### config.mk
export PLATFORM = sky130hd
export DESIGN_NAME = adder_arbiter
export DESIGN_NICKNAME = d
export VERILOG_FILES = /design/src/rtl/adder_arbiter.sv
export SDC_FILE = /design/constraint.sdc
export NUM_CORES = 1
export LEC_CHECK = 0
export BUFFER_PORTS_ARGS = -buffer_cell sky130_fd_sc_hd__clkbuf_2
export CORE_MARGIN = 4
export CORE_UTILIZATION = 40
export CTS_BUF_LIST = sky130_fd_sc_hd__clkbuf_16
export CTS_CLUSTER_SIZE = 24
export DETAILED_ROUTE_END_ITERATION = 10
export PLACE_DENSITY = 0.78
export SLEW_MARGIN = 20
export SYNTH_ARGS = -nofsm -noshare
export SYNTH_HDL_FRONTEND = slang
export SYNTH_SLANG_ARGS = --single-unit
### constraint.sdc
create_clock -name clk -period 4.8 [get_ports clk]
set_input_delay 0.24 -clock clk [delete_from_list [all_inputs] [get_ports clk]]
set_output_delay 0.24 -clock clk [all_outputs]
set_load 0.01 [all_outputs]
### src/rtl/adder_arbiter.sv
// adder_arbiter: three requesters share one WIDTH-bit signed adder.
// A round-robin arbiter grants in IDLE, the operands are summed in EXEC,
// and the result is held in DONE until the consumer accepts it.
module adder_arbiter #(
  parameter int WIDTH = 32
) (
  input  logic             clk,
  input  logic             rst,
  input  logic [2:0]       req,
  input  logic [WIDTH-1:0] a0,
  input  logic [WIDTH-1:0] b0,
  input  logic [WIDTH-1:0] a1,
  input  logic [WIDTH-1:0] b1,
  input  logic [WIDTH-1:0] a2,
  input  logic [WIDTH-1:0] b2,
  output logic [2:0]       gnt,
  output logic             res_valid,
  input  logic             res_ready,
  output logic [WIDTH-1:0] res_data,
  output logic [1:0]       res_id,
  output logic             res_ovf,
  output logic             busy
);

  typedef enum logic [1:0] {S_IDLE, S_EXEC, S_DONE} state_t;

  state_t                  state_q, state_d;
  logic [1:0]              ptr_q, ptr_d;
  logic signed [WIDTH-1:0] op_a_q, op_a_d;
  logic signed [WIDTH-1:0] op_b_q, op_b_d;
  logic [1:0]              op_id_q, op_id_d;
  logic signed [WIDTH-1:0] res_data_q, res_data_d;
  logic [1:0]              res_id_q, res_id_d;
  logic                    res_ovf_q, res_ovf_d;

  logic                    found;
  logic [1:0]              win;
  logic [1:0]              cand;
  logic signed [WIDTH-1:0] sel_a, sel_b;
  logic signed [WIDTH-1:0] sum;

  // Successor of a requester index in the 0 -> 1 -> 2 -> 0 ring.
  function automatic logic [1:0] next_idx(input logic [1:0] i);
    return (i == 2'd2) ? 2'd0 : i + 2'd1;
  endfunction

  // Wrap-around sum; the carry out is deliberately dropped.
  function automatic logic signed [WIDTH-1:0] add_wrap(
    input logic signed [WIDTH-1:0] x,
    input logic signed [WIDTH-1:0] y
  );
    return x + y;
  endfunction

  // Signed overflow: like-signed operands whose sum flipped sign.
  function automatic logic add_ovf(
    input logic signed [WIDTH-1:0] x,
    input logic signed [WIDTH-1:0] y,
    input logic signed [WIDTH-1:0] s
  );
    return (x[WIDTH-1] == y[WIDTH-1]) && (s[WIDTH-1] != x[WIDTH-1]);
  endfunction

  // Round-robin search starting at ptr; grant only in IDLE and never during reset.
  always_comb begin
    found = 1'b0;
    win   = 2'd0;
    cand  = ptr_q;
    if (state_q == S_IDLE && !rst) begin
      for (int k = 0; k < 3; k++) begin
        if (!found && req[cand]) begin
          found = 1'b1;
          win   = cand;
        end
        cand = next_idx(cand);
      end
    end
    gnt = found ? (3'b001 << win) : 3'b000;
  end

  // Operand mux for the winning requester.
  always_comb begin
    case (win)
      2'd0:    begin sel_a = a0; sel_b = b0; end
      2'd1:    begin sel_a = a1; sel_b = b1; end
      default: begin sel_a = a2; sel_b = b2; end
    endcase
  end

  assign sum = add_wrap(op_a_q, op_b_q);

  // Next-state and register-update logic for the IDLE/EXEC/DONE sequence.
  always_comb begin
    state_d    = state_q;
    ptr_d      = ptr_q;
    op_a_d     = op_a_q;
    op_b_d     = op_b_q;
    op_id_d    = op_id_q;
    res_data_d = res_data_q;
    res_id_d   = res_id_q;
    res_ovf_d  = res_ovf_q;
    case (state_q)
      S_IDLE: begin
        if (found) begin
          op_a_d  = sel_a;
          op_b_d  = sel_b;
          op_id_d = win;
          ptr_d   = next_idx(win);
          state_d = S_EXEC;
        end
      end
      S_EXEC: begin
        res_data_d = sum;
        res_ovf_d  = add_ovf(op_a_q, op_b_q, sum);
        res_id_d   = op_id_q;
        state_d    = S_DONE;
      end
      S_DONE: begin
        if (res_ready) state_d = S_IDLE;
      end
      default: state_d = S_IDLE;
    endcase
  end

  // Control and result registers; reset returns to an empty, idle block.
  always_ff @(posedge clk) begin
    if (rst) begin
      state_q    <= S_IDLE;
      ptr_q      <= 2'd0;
      res_data_q <= '0;
      res_id_q   <= 2'd0;
      res_ovf_q  <= 1'b0;
    end else begin
      state_q    <= state_d;
      ptr_q      <= ptr_d;
      res_data_q <= res_data_d;
      res_id_q   <= res_id_d;
      res_ovf_q  <= res_ovf_d;
    end
  end

  // Captured operands need no reset: they are only read after a grant loads them.
  always_ff @(posedge clk) begin
    op_a_q  <= op_a_d;
    op_b_q  <= op_b_d;
    op_id_q <= op_id_d;
  end

  assign res_valid = (state_q == S_DONE);
  assign busy      = (state_q != S_IDLE);
  assign res_data  = res_data_q;
  assign res_id    = res_id_q;
  assign res_ovf   = res_ovf_q;

endmodule

==> results of run 1 <==
[logic make-up (layout without fill, tap and decap cells)]
kind of cell,after synthesis,in the layout
buffers and inverters,49,269
other,0,1
muxes,4,4
xor gates and xnor gates,22,22
and+or+nand+nor,275,275
DFF,105,105
AOI/OAI and AO/OA,197,197
adders and majority gates,32,32
[critical path, cell delays in order (launching register included)]
cell and delay [ns]:
edfxtp_1 0.43, ha_1 0.33, a211oi_1 0.30, o21ai_0 0.24, o211ai_1 0.37, a311oi_1 0.17
nor2_1 0.34, o211ai_1 0.18, nor4b_1 0.30, a211o_1 0.15
[sequential cells by signal, summed over array words and instances (netlist names)]
| register | count |
|---|---|
| res_data | 32 |
| ptr_q | 2 |
| state_q | 2 |
| op_a_q | 32 |
| res_id | 2 |
| res_ovf | 1 |
| op_b_q | 32 |
| op_id_q | 2 |
[final cells by class]
class | count | share of cell area [%]
antenna | 1 | 0.0324
clock buffer | 9 | 2.92
clock inverter | 7 | 0.503
inverter | 11 | 0.535
multi-input combinational | 530 | 41.4
sequential | 105 | 35.8
tap | 184 | 2.98
timing repair buffer | 242 | 15.9
[cell usage in the layout (no fill, tap or decap), drive strengths merged, types with 5 or more instances in the layout]
master  netlist  routed
a211oi        8       8
a21o         10      10
a21oi        55      55
a22oi        65      65
a31oi         5       5
and2          6       6
and3          6       6
and4          6       6
buf           6       5
clkbuf       32     246
dfxtp        39      39
edfxtp       66      66
ha           31      31
inv          11      13
nand2       189     189
nand2b        5       5
nand3         5       5
nand4         6       6
nor2         25      25
nor2b         6       6
nor3          8       8
nor4b         5       5
o211ai        7       7
o21ai        20      20
xnor2        14      14
xor2          8       8
[power breakdown]
group / internal [mW] / leakage, nW / total (mW) / switching, mW
combinational: 0.309 / 2.53 / 0.759 / 0.450
sequential: 1.07 / 0.945 / 1.11 / 0.0418
clock: 0.346 / 0.136 / 0.659 / 0.313
[per-layer routing]
layer / part of all wire, % / vias up
li1: - / 2940
met1: 45 / 2647
met2: 47 / 232
met3: 7.1 / 13
met4: 1.1 / 0
met5: 0 / -
[per-stage QoR]
step | total power [mW] | hold slack, ns | utilization, % | instance area [sq um] | instances
2_1_floorplan | 1.62 | 0.422 | - | 6110 | 684
3_3_place_gp | 1.88 | 0.439 | 50.5 | 7450 | 1072
3_5_place_dp | 1.89 | 0.445 | 50.5 | 7450 | 1072
4_1_cts | 2.54 | 0.148 | 52.3 | 7710 | 1088
5_1_grt | 2.67 | 0.165 | 52.3 | 7710 | 1088
6_report | 2.53 | 0.157 | 52.3 | 7720 | 1089
[worst paths after layout]
check	to	slack, ns	cells past startpoint
worst max-delay path	res_data[27]	1.95	9
worst min-delay path	op_a_q[29]	0.16	3
worst max register to register	res_data[27]	1.95	9
worst min register to register	res_data[18]	0.45	2
==> run_results.csv, run 1 <==
group,metric,value,unit
status,status,"finished, final reports clean",
global_routing,antenna_found_initial,1,
final_layout,ff_latch_area,0.00276,sq mm
place,port_buffers,237,
clocking,cts_setup_buffers,0,
global_routing,globalRouteOverflowTotal,0,
worst_setup_path,start_kind,"flop",
sta,fmax,0.350,GHz
floorplanning,placementRows,44,
detailed_routing,drt_iter0_drc,393,
logic_synthesis,synth_nets,914,
logic_synthesis,synth_xor_area_share,3.15,%
sta,finalWorstSetupSlack,1.95,ns
clocking,htree_num_levels,3,
logic_synthesis,netlist.area_leader.share,32.4,%
sta,max_slew_margin,36.0,%
worst_setup_path,rr_startpoint,"op_a_q[1]",
detailed_routing,ant_nets,0,
sta,worstMarginPinSlew,0.958,ns
worst_setup_path,path_max_fanout,4,
logic_synthesis,ys_ff_latch,105,
sta,setup_viol,0,
global_routing,grt_usage,19.0,%
global_routing,use_met2,30.5,%
detailed_routing,wl_per_cell,15.9,um
logic_synthesis,synth_most_common_cell,"nand2_1",
global_routing,grt_max_degree,68,
logic_synthesis,yosysUniqueCellTypes,52,
logic_synthesis,synth-main-ff-cell,"edfxtp_1",
logic_synthesis,synthSimpleGateAreaFrac,19.6,%
worst_setup_path,crit_path_end_kind,"flop",
logic_synthesis,async_flop_share,0,%
floorplanning,fp.dieH,132,um
detailed_routing,via_per_inst,5.36,
logic_synthesis,synth.area.top_cells,"edfxtp_1 (32%), dfxtp_1 (13%), nand2_1 (12%)",
detailed_routing,drc,0,
logic_synthesis,yosysTopAreaCell,"edfxtp_1",
global_routing,grt_pass1_wl,27000,um
sta,skew,0.00629,ns
worst_setup_path,required,5.09,ns
detailed_routing,drt_first_pass_iters,5,
worst_setup_path,path_class,"flop to flop",
global_routing,busiest_layer,"met2",
hold_path,hold_path_startpoint,"a0[29]",
worst_setup_path,startpoint,"op_a_q[1]",
logic_synthesis,yosysWarnings,0,
clocking,cts_tree,"yes",
logic_synthesis,synth_compound_area_share,21.7,%
floorplanning,initial_core_util,41.4,%
floorplanning,fp.dieW,132,um
place,place.gp.congestion,0.892,
floorplanning,die-area,0.0173,sq mm
power_and_ir_drop,powerDensity,328,mW/mm^2
place,place_hpwl,13600,um
detailed_routing,vias,5832,
final_layout,multi_input_area,0.00319,sq mm
floorplanning,ios,238,
sta,fin_crit_sh,59.5,%
global_routing,grt_pass1_vias,5352,
place,dp_worst_setup_slack,1.99,ns
clocking,cts.sinks,105,
logic_synthesis,synth_common_cells,"nand2_1 (188), edfxtp_1 (66), a22oi_1 (65)",
logic_synthesis,syn_inst,684,
sta,drv_slew,0,
logic_synthesis,synth_area_per_cell,8.94,sq um
logic_synthesis,muxShareOfSynthArea,0.655,%
sta,rsz0062_at_grt,"false",
logic_synthesis,synth_edf_count,66,
logic_synthesis,ys_seq_area_share,45.2,%
final_layout,nFillCells,1403,
final_layout,area_growth,26.2,%
clocking,cts_root_buffer,"clkbuf_16",
logic_synthesis,synth_top_family_by_area,"compound AO/OA/AOI/OAI gates",
clocking,clockBufferDepth,2,
sta,hold_viol_final,0,
hold_path,min_path_type,"input port to flop",
sta,tns,0,ns
power_and_ir_drop,peakVddDrop,0.000185,V
global_routing,gr-usage-met3,2.79,%
flow_run,drv_cap,0,
logic_synthesis,netlist_area,0.00611,sq mm
clocking,hold_buffers,0,
worst_setup_path,cp.arrival,3.15,ns
floorplanning,core,0.0148,sq mm
power_and_ir_drop,cellLeakagePower,3.61,nW
clocking,numCtsBuffers,9,
global_routing,use_met1,26.8,%
final_layout,drive_above_1_share,29.8,%
clocking,cts.clk_slew.worst_paths,0.07,ns
clocking,cts_resized,0,
detailed_routing,wl,17300,um
clocking,insertion_delay,0.34,ns
final_layout,fin_nets,1129,
sta,finalCriticalPeriod,2.85,ns
logic_synthesis,yosys.area_share.adder,6.67,%
Note: power is estimated with default switching activity, not from simulation.
==> inputs of run 2 (changes only) <==
clock period = 2.7 ns   (was 4.8 ns; I/O delays follow)
==> run 2 against run 1 <==
Via count is 0.10% higher; die area stayed put; core utilization is 0.84 points higher; largest cell class unchanged; largest power group unchanged.
==> run_results.csv, run 2 (synthesis results as in run 1) <==
group,metric,value,unit
global_routing,antenna_found_initial,0,
worst_setup_path,required,2.94,ns
global_routing,use_met1,27.3,%
sta,rsz0062_at_grt,"true",
clocking,cts.sinks,105,
hold_path,hold_path_startpoint,"a0[29]",
sta,drv_slew,0,
global_routing,grt_max_degree,67,
status,status,"finished, final reports clean",
place,place_hpwl,13700,um
sta,skew,0.0106,ns
global_routing,grt_usage,19.0,%
worst_setup_path,reg2reg_slack,0.10,ns
clocking,htree_num_levels,3,
final_layout,drive_above_1_share,31.1,%
detailed_routing,via_per_inst,5.31,
place,placed_area,0.00753,sq mm
global_routing,grt_pass1_vias,5296,
sta,fin_crit_sh,96.1,%
sta,max_slew_margin,34.8,%
sta,fmax,0.385,GHz
power_and_ir_drop,cellLeakagePower,3.67,nW
global_routing,grt_pass1_wl,27300,um
clocking,cts_root_buffer,"clkbuf_16",
hold_path,hold_path_depth,3,
global_routing,gr-usage-met3,3.02,%
place,place.gp.congestion,0.900,
worst_setup_path,r2r_cells,10,
power_and_ir_drop,peakVddDrop,0.000332,V
detailed_routing,drt_first_pass_iters,6,
global_routing,busiest_layer,"met2",
worst_setup_path,start_kind,"flop",
clocking,numCtsBuffers,9,
floorplanning,fp.dieH,132,um
sta,tns,0,ns
hold_path,min_to,"op_a_q[29]",
detailed_routing,drt_iter0_drc,407,
detailed_routing,wl_per_cell,15.9,um
sta,setup_viol,0,
worst_setup_path,crit_path_end_kind,"flop",
floorplanning,placementRows,44,
hold_path,min_path_type,"input port to flop",
power_and_ir_drop,powerDensity,582,mW/mm^2
worst_setup_path,path_max_fanout,5,
final_layout,postLayoutCellArea,0.00784,sq mm
clocking,cts.clk_slew.worst_paths,0.07,ns
detailed_routing,wl,17400,um
final_layout,fin_nets,1141,
floorplanning,die-area,0.0173,sq mm
detailed_routing,vias,5838,
detailed_routing,ant_nets,0,
sta,hold_viol_final,0,
detailed_routing,drc,0,
worst_setup_path,path_class,"flop to flop",
worst_setup_path,cp.arrival,2.84,ns
worst_setup_path,rr_startpoint,"op_b_q[2]",
worst_setup_path,r2r-end,"res_data[27]",
final_layout,area_growth,28.2,%
sta,finalCriticalPeriod,2.60,ns
sta,worstMarginPinSlew,0.976,ns
global_routing,use_met2,30.5,%
final_layout,antenna_cells,0,
clocking,insertion_delay,0.35,ns
place,port_buffers,237,
floorplanning,initial_core_util,41.4,%
floorplanning,core,0.0148,sq mm
floorplanning,ios,238,
final_layout,layout_commonest_cell,"clkbuf_2",
worst_setup_path,startpoint,"op_b_q[2]",
clocking,clockBufferDepth,2,
clocking,cts_tree,"yes",
floorplanning,fp.dieW,132,um
flow_run,drv_cap,0,
global_routing,globalRouteOverflowTotal,0,
final_layout,final_cell_mix,"clkbuf_2 (237), nand2_1 (188), edfxtp_1 (66), a22oi_1 (65), a21oi_1 (55)",
[run 2: metal layers]
metal  share of wire (%)  wire length [um]  vias to the layer above
met1                  46              8080                     2650
li1                    -                 -                     2956
met4                0.88               154                        0
met2                  47              8200                      220
met3                 5.8              1000                       12
met5                   0                 0                        -
[run 2: worst max-delay path: stages (launching register included)]
cell and delay, ns:
edfxtp_1 0.37, ha_2 0.39, o211ai_1 0.13, o21ai_1 0.21
o211ai_1 0.12, buf_4 0.17, a311oi_1 0.33, nor2_2 0.13
o211ai_1 0.26, nor4b_1 0.09, a211o_1 0.28
[run 2: what timing repair did]
item                       CTS  global route
pin swaps                    0             2
resized for setup            1             7
setup endpoints to repair    2             9
hold buffers                 0             0
buffers inserted             0             2
[run 2: worst max path at each step]
stage	to	slack (ns)	cells after the start
finish	res_data[27]	0.10	10
global route	res_data[27]	-0.10	10
CTS	res_data[24]	0.05	10
detailed placement	res_data[24]	-0.003	10
global placement	res_data[24]	0.03	10
floorplan	op_a_q[0]	0.03	4
[run 2: through the flow]
stage	setup WS [ns]	utilization (%)	power [mW]	cells	hold WS (ns)
2_1_floorplan	0.0255	-	2.87	684	0.317
4_1_cts	0.0465	52.9	4.57	1098	0.0502
3_3_place_gp	0.0273	51.1	3.37	1082	0.407
5_1_grt	-0.102	53.1	4.83	1100	0.0522
3_5_place_dp	-0.00335	51.1	3.38	1082	0.409
6_report	0.105	53.1	4.56	1100	0.0484
[run 2: area by class of cell]
type	instances	area, sq um
fill	1406	6910
multi-input combinational	530	3210
sequential	105	2760
timing repair buffer	254	1330
tap	184	230
clock buffer	9	225
inverter	11	41.3
clock inverter	7	40.0
[run 2: report_power, final]
group	internal (mW)	total (mW)	leakage (nW)	switching, mW
Sequential	1.91	1.98	0.945	0.0727
Clock	0.619	1.19	0.144	0.570
Combinational	0.581	1.40	2.59	0.816
Total	3.11	4.56	3.67	1.46
==> inputs of run 3 (changes only) <==
BUFFER_PORTS_ARGS = -buffer_cell sky130_fd_sc_hd__buf_2   (was -buffer_cell sky130_fd_sc_hd__clkbuf_2)
CORE_UTILIZATION = 30   (was 40)
GPL_ROUTABILITY_DRIVEN = 1   (was unset)
PLACE_DENSITY = 0.64   (was 0.78)
==> run 3 against run 2 <==
Worst setup slack improved by 0.040 ns; power rose by 4.9%; cell count rose by 7.8%; sequential cell count did not move; sequential power barely moved; first-iteration DRC count fell by 21%; global-route usage fell by 3.6 points; highest routed layer unchanged; clock power rose by 16%.
==> run_results.csv, run 3 (synthesis results as in run 1) <==
group,metric,value,unit
status,status,"finished, final reports clean",
final_layout,multi_input_area,0.00323,sq mm
final_layout,layout_commonest_cell,"buf_2",
worst_setup_path,endpoint,"res_data[24]",
worst_setup_path,cp.arrival,2.79,ns
worst_setup_path,startpoint,"op_a_q[0]",
clocking,cts_tree,"yes",
place,place_hpwl,14500,um
global_routing,busiest_layer,"met2",
place,port_buffers,237,
clocking,insertion_delay,0.35,ns
final_layout,antenna_cells,0,
global_routing,grt_pass1_vias,5520,
global_routing,grt_usage,15.4,%
sta,setup_viol,0,
global_routing,antenna_found_initial,0,
detailed_routing,wl_per_cell,15.4,um
worst_setup_path,reg2reg_slack,0.14,ns
sta,fin_crit_sh,94.6,%
worst_setup_path,path_max_fanout,5,
detailed_routing,drc,0,
worst_setup_path,r2r-end,"res_data[24]",
floorplanning,fp.dieW,151,um
worst_setup_path,start_kind,"flop",
clocking,hold_buffers,0,
sta,hold-worst-slack,0.0536,ns
sta,worstMarginPinSlew,0.698,ns
clocking,cts_root_buffer,"clkbuf_16",
worst_setup_path,rr_startpoint,"op_a_q[0]",
clocking,clockBufferDepth,2,
global_routing,gr-usage-met3,2.20,%
sta,hold_viol_final,0,
detailed_routing,drt_first_pass_iters,5,
clocking,numCtsBuffers,9,
power_and_ir_drop,powerDensity,592,mW/mm^2
floorplanning,ios,238,
floorplanning,core,0.0198,sq mm
place,dp_worst_setup_slack,-0.0189,ns
global_routing,use_met2,24.0,%
global_routing,grt_max_degree,67,
floorplanning,initial_core_util,30.9,%
worst_setup_path,path_class,"flop to flop",
detailed_routing,ant_nets,0,
power_and_ir_drop,peakVddDrop,0.000301,V
sta,fmax,0.391,GHz
sta,drv_slew,0,
final_layout,area_growth,32.2,%
global_routing,globalRouteOverflowTotal,0,
sta,finalWorstSetupSlack,0.145,ns
final_layout,ff_latch_area,0.00276,sq mm
floorplanning,placementRows,51,
global_routing,use_met1,22.4,%
clocking,cts.clk_slew.worst_paths,0.07,ns
clocking,cts.sinks,105,
final_layout,final_cell_mix,"buf_2 (237), nand2_1 (188), edfxtp_1 (66), a22oi_1 (65), a21oi_1 (55)",
hold_path,min_path_type,"input port to flop",
sta,skew,0.00924,ns
worst_setup_path,r2r_cells,10,
detailed_routing,drt_iter0_drc,320,
power_and_ir_drop,cellLeakagePower,3.71,nW
sta,finalCriticalPeriod,2.56,ns
global_routing,grt_pass1_wl,27900,um
detailed_routing,vias,5765,
floorplanning,fp.dieH,151,um
final_layout,nFillCells,2018,
floorplanning,die-area,0.0227,sq mm
final_layout,fin_nets,1146,
clocking,htree_num_levels,3,
detailed_routing,wl,18200,um
worst_setup_path,crit_path_end_kind,"flop",
flow_run,drv_cap,0,
final_layout,drive_above_1_share,31.9,%
detailed_routing,via_per_inst,4.86,
place,place.gp.congestion,0.891,
worst_setup_path,required,2.93,ns
sta,max_slew_margin,53.1,%
[run 3: cell types whose count changed in the layout (fill, tap and decap cells not counted), sizes merged]
| cell | previous run | this run |
|---|---|---|
| inv | 16 | 12 |
| clkinv | 2 | 3 |
| bufinv | 0 | 1 |
| clkbuf | 246 | 11 |
| buf | 17 | 259 |
[run 3: metrics by stage]
stage / instances / utilization (%) / total power [mW] / setup TNS, ns / instance area [sq um]
2_1_floorplan: 684 / - / 2.87 / 0 / 6110
3_3_place_gp: 1167 / 38.9 / 3.41 / 0 / 7690
3_5_place_dp: 1167 / 38.9 / 3.42 / -0.0189 / 7690
4_1_cts: 1184 / 40.6 / 4.81 / 0 / 8030
5_1_grt: 1186 / 40.9 / 5.08 / -0.0254 / 8080
6_report: 1186 / 40.9 / 4.79 / 0 / 8080
[run 3: final cells by class]
class / instances / share of cell area [%]
multi-input cells: 530 / 40.0
flip-flops and latches: 105 / 34.2
repair buffers: 259 / 17.2
well taps: 265 / 4.10
clock buffers: 11 / 3.41
clock inverters: 5 / 0.619
inverters: 11 / 0.511
[run 3: worst min-delay path by stage]
stage	depth (start not counted)	slack (ns)	start	endpoint
after floorplan	2	0.32	a0[0]	op_a_q[0]
after global placement	3	0.41	b0[29]	op_b_q[29]
after detailed placement	3	0.41	a0[28]	op_a_q[28]
after CTS	3	0.04	a0[28]	op_a_q[28]
after global routing	3	0.06	a0[28]	op_a_q[28]
final	3	0.05	b0[29]	op_b_q[29]
[run 3: worst max-delay path, stage by stage, from the launching register on]
cell,delay (ns)
edfxtp_1,0.37
ha_1,0.24
fa_2,0.36
a211oi_2,0.28
o211ai_2,0.14
nand2_2,0.10
o31a_1,0.24
o21ai_2,0.11
a41oi_2,0.20
nor4_1,0.07
a311o_1,0.35
[run 3: power by group]
group | internal, mW | total [mW] | leakage, nW | switching, mW
Combinational | 0.604 | 1.43 | 2.60 | 0.829
Sequential | 1.91 | 1.97 | 0.945 | 0.0685
Clock | 0.823 | 1.38 | 0.162 | 0.557
[run 3: per-layer routing]
metal | wire length (um) | part of all wire [%] | vias to the layer above
li1 | - | - | 2963
met1 | 8780 | 48 | 2629
met2 | 8330 | 46 | 158
met3 | 885 | 4.9 | 15
met4 | 207 | 1.1 | 0
met5 | 0 | 0 | -
[run 3: what timing repair did]
| item | CTS | global route |
|---|---|---|
| resized for setup | 1 | 13 |
| gates cloned | 0 | 0 |
| pin swaps | 1 | 5 |
| endpoints found under the setup margin | 2 | 10 |
| setup buffers | 1 | 2 |
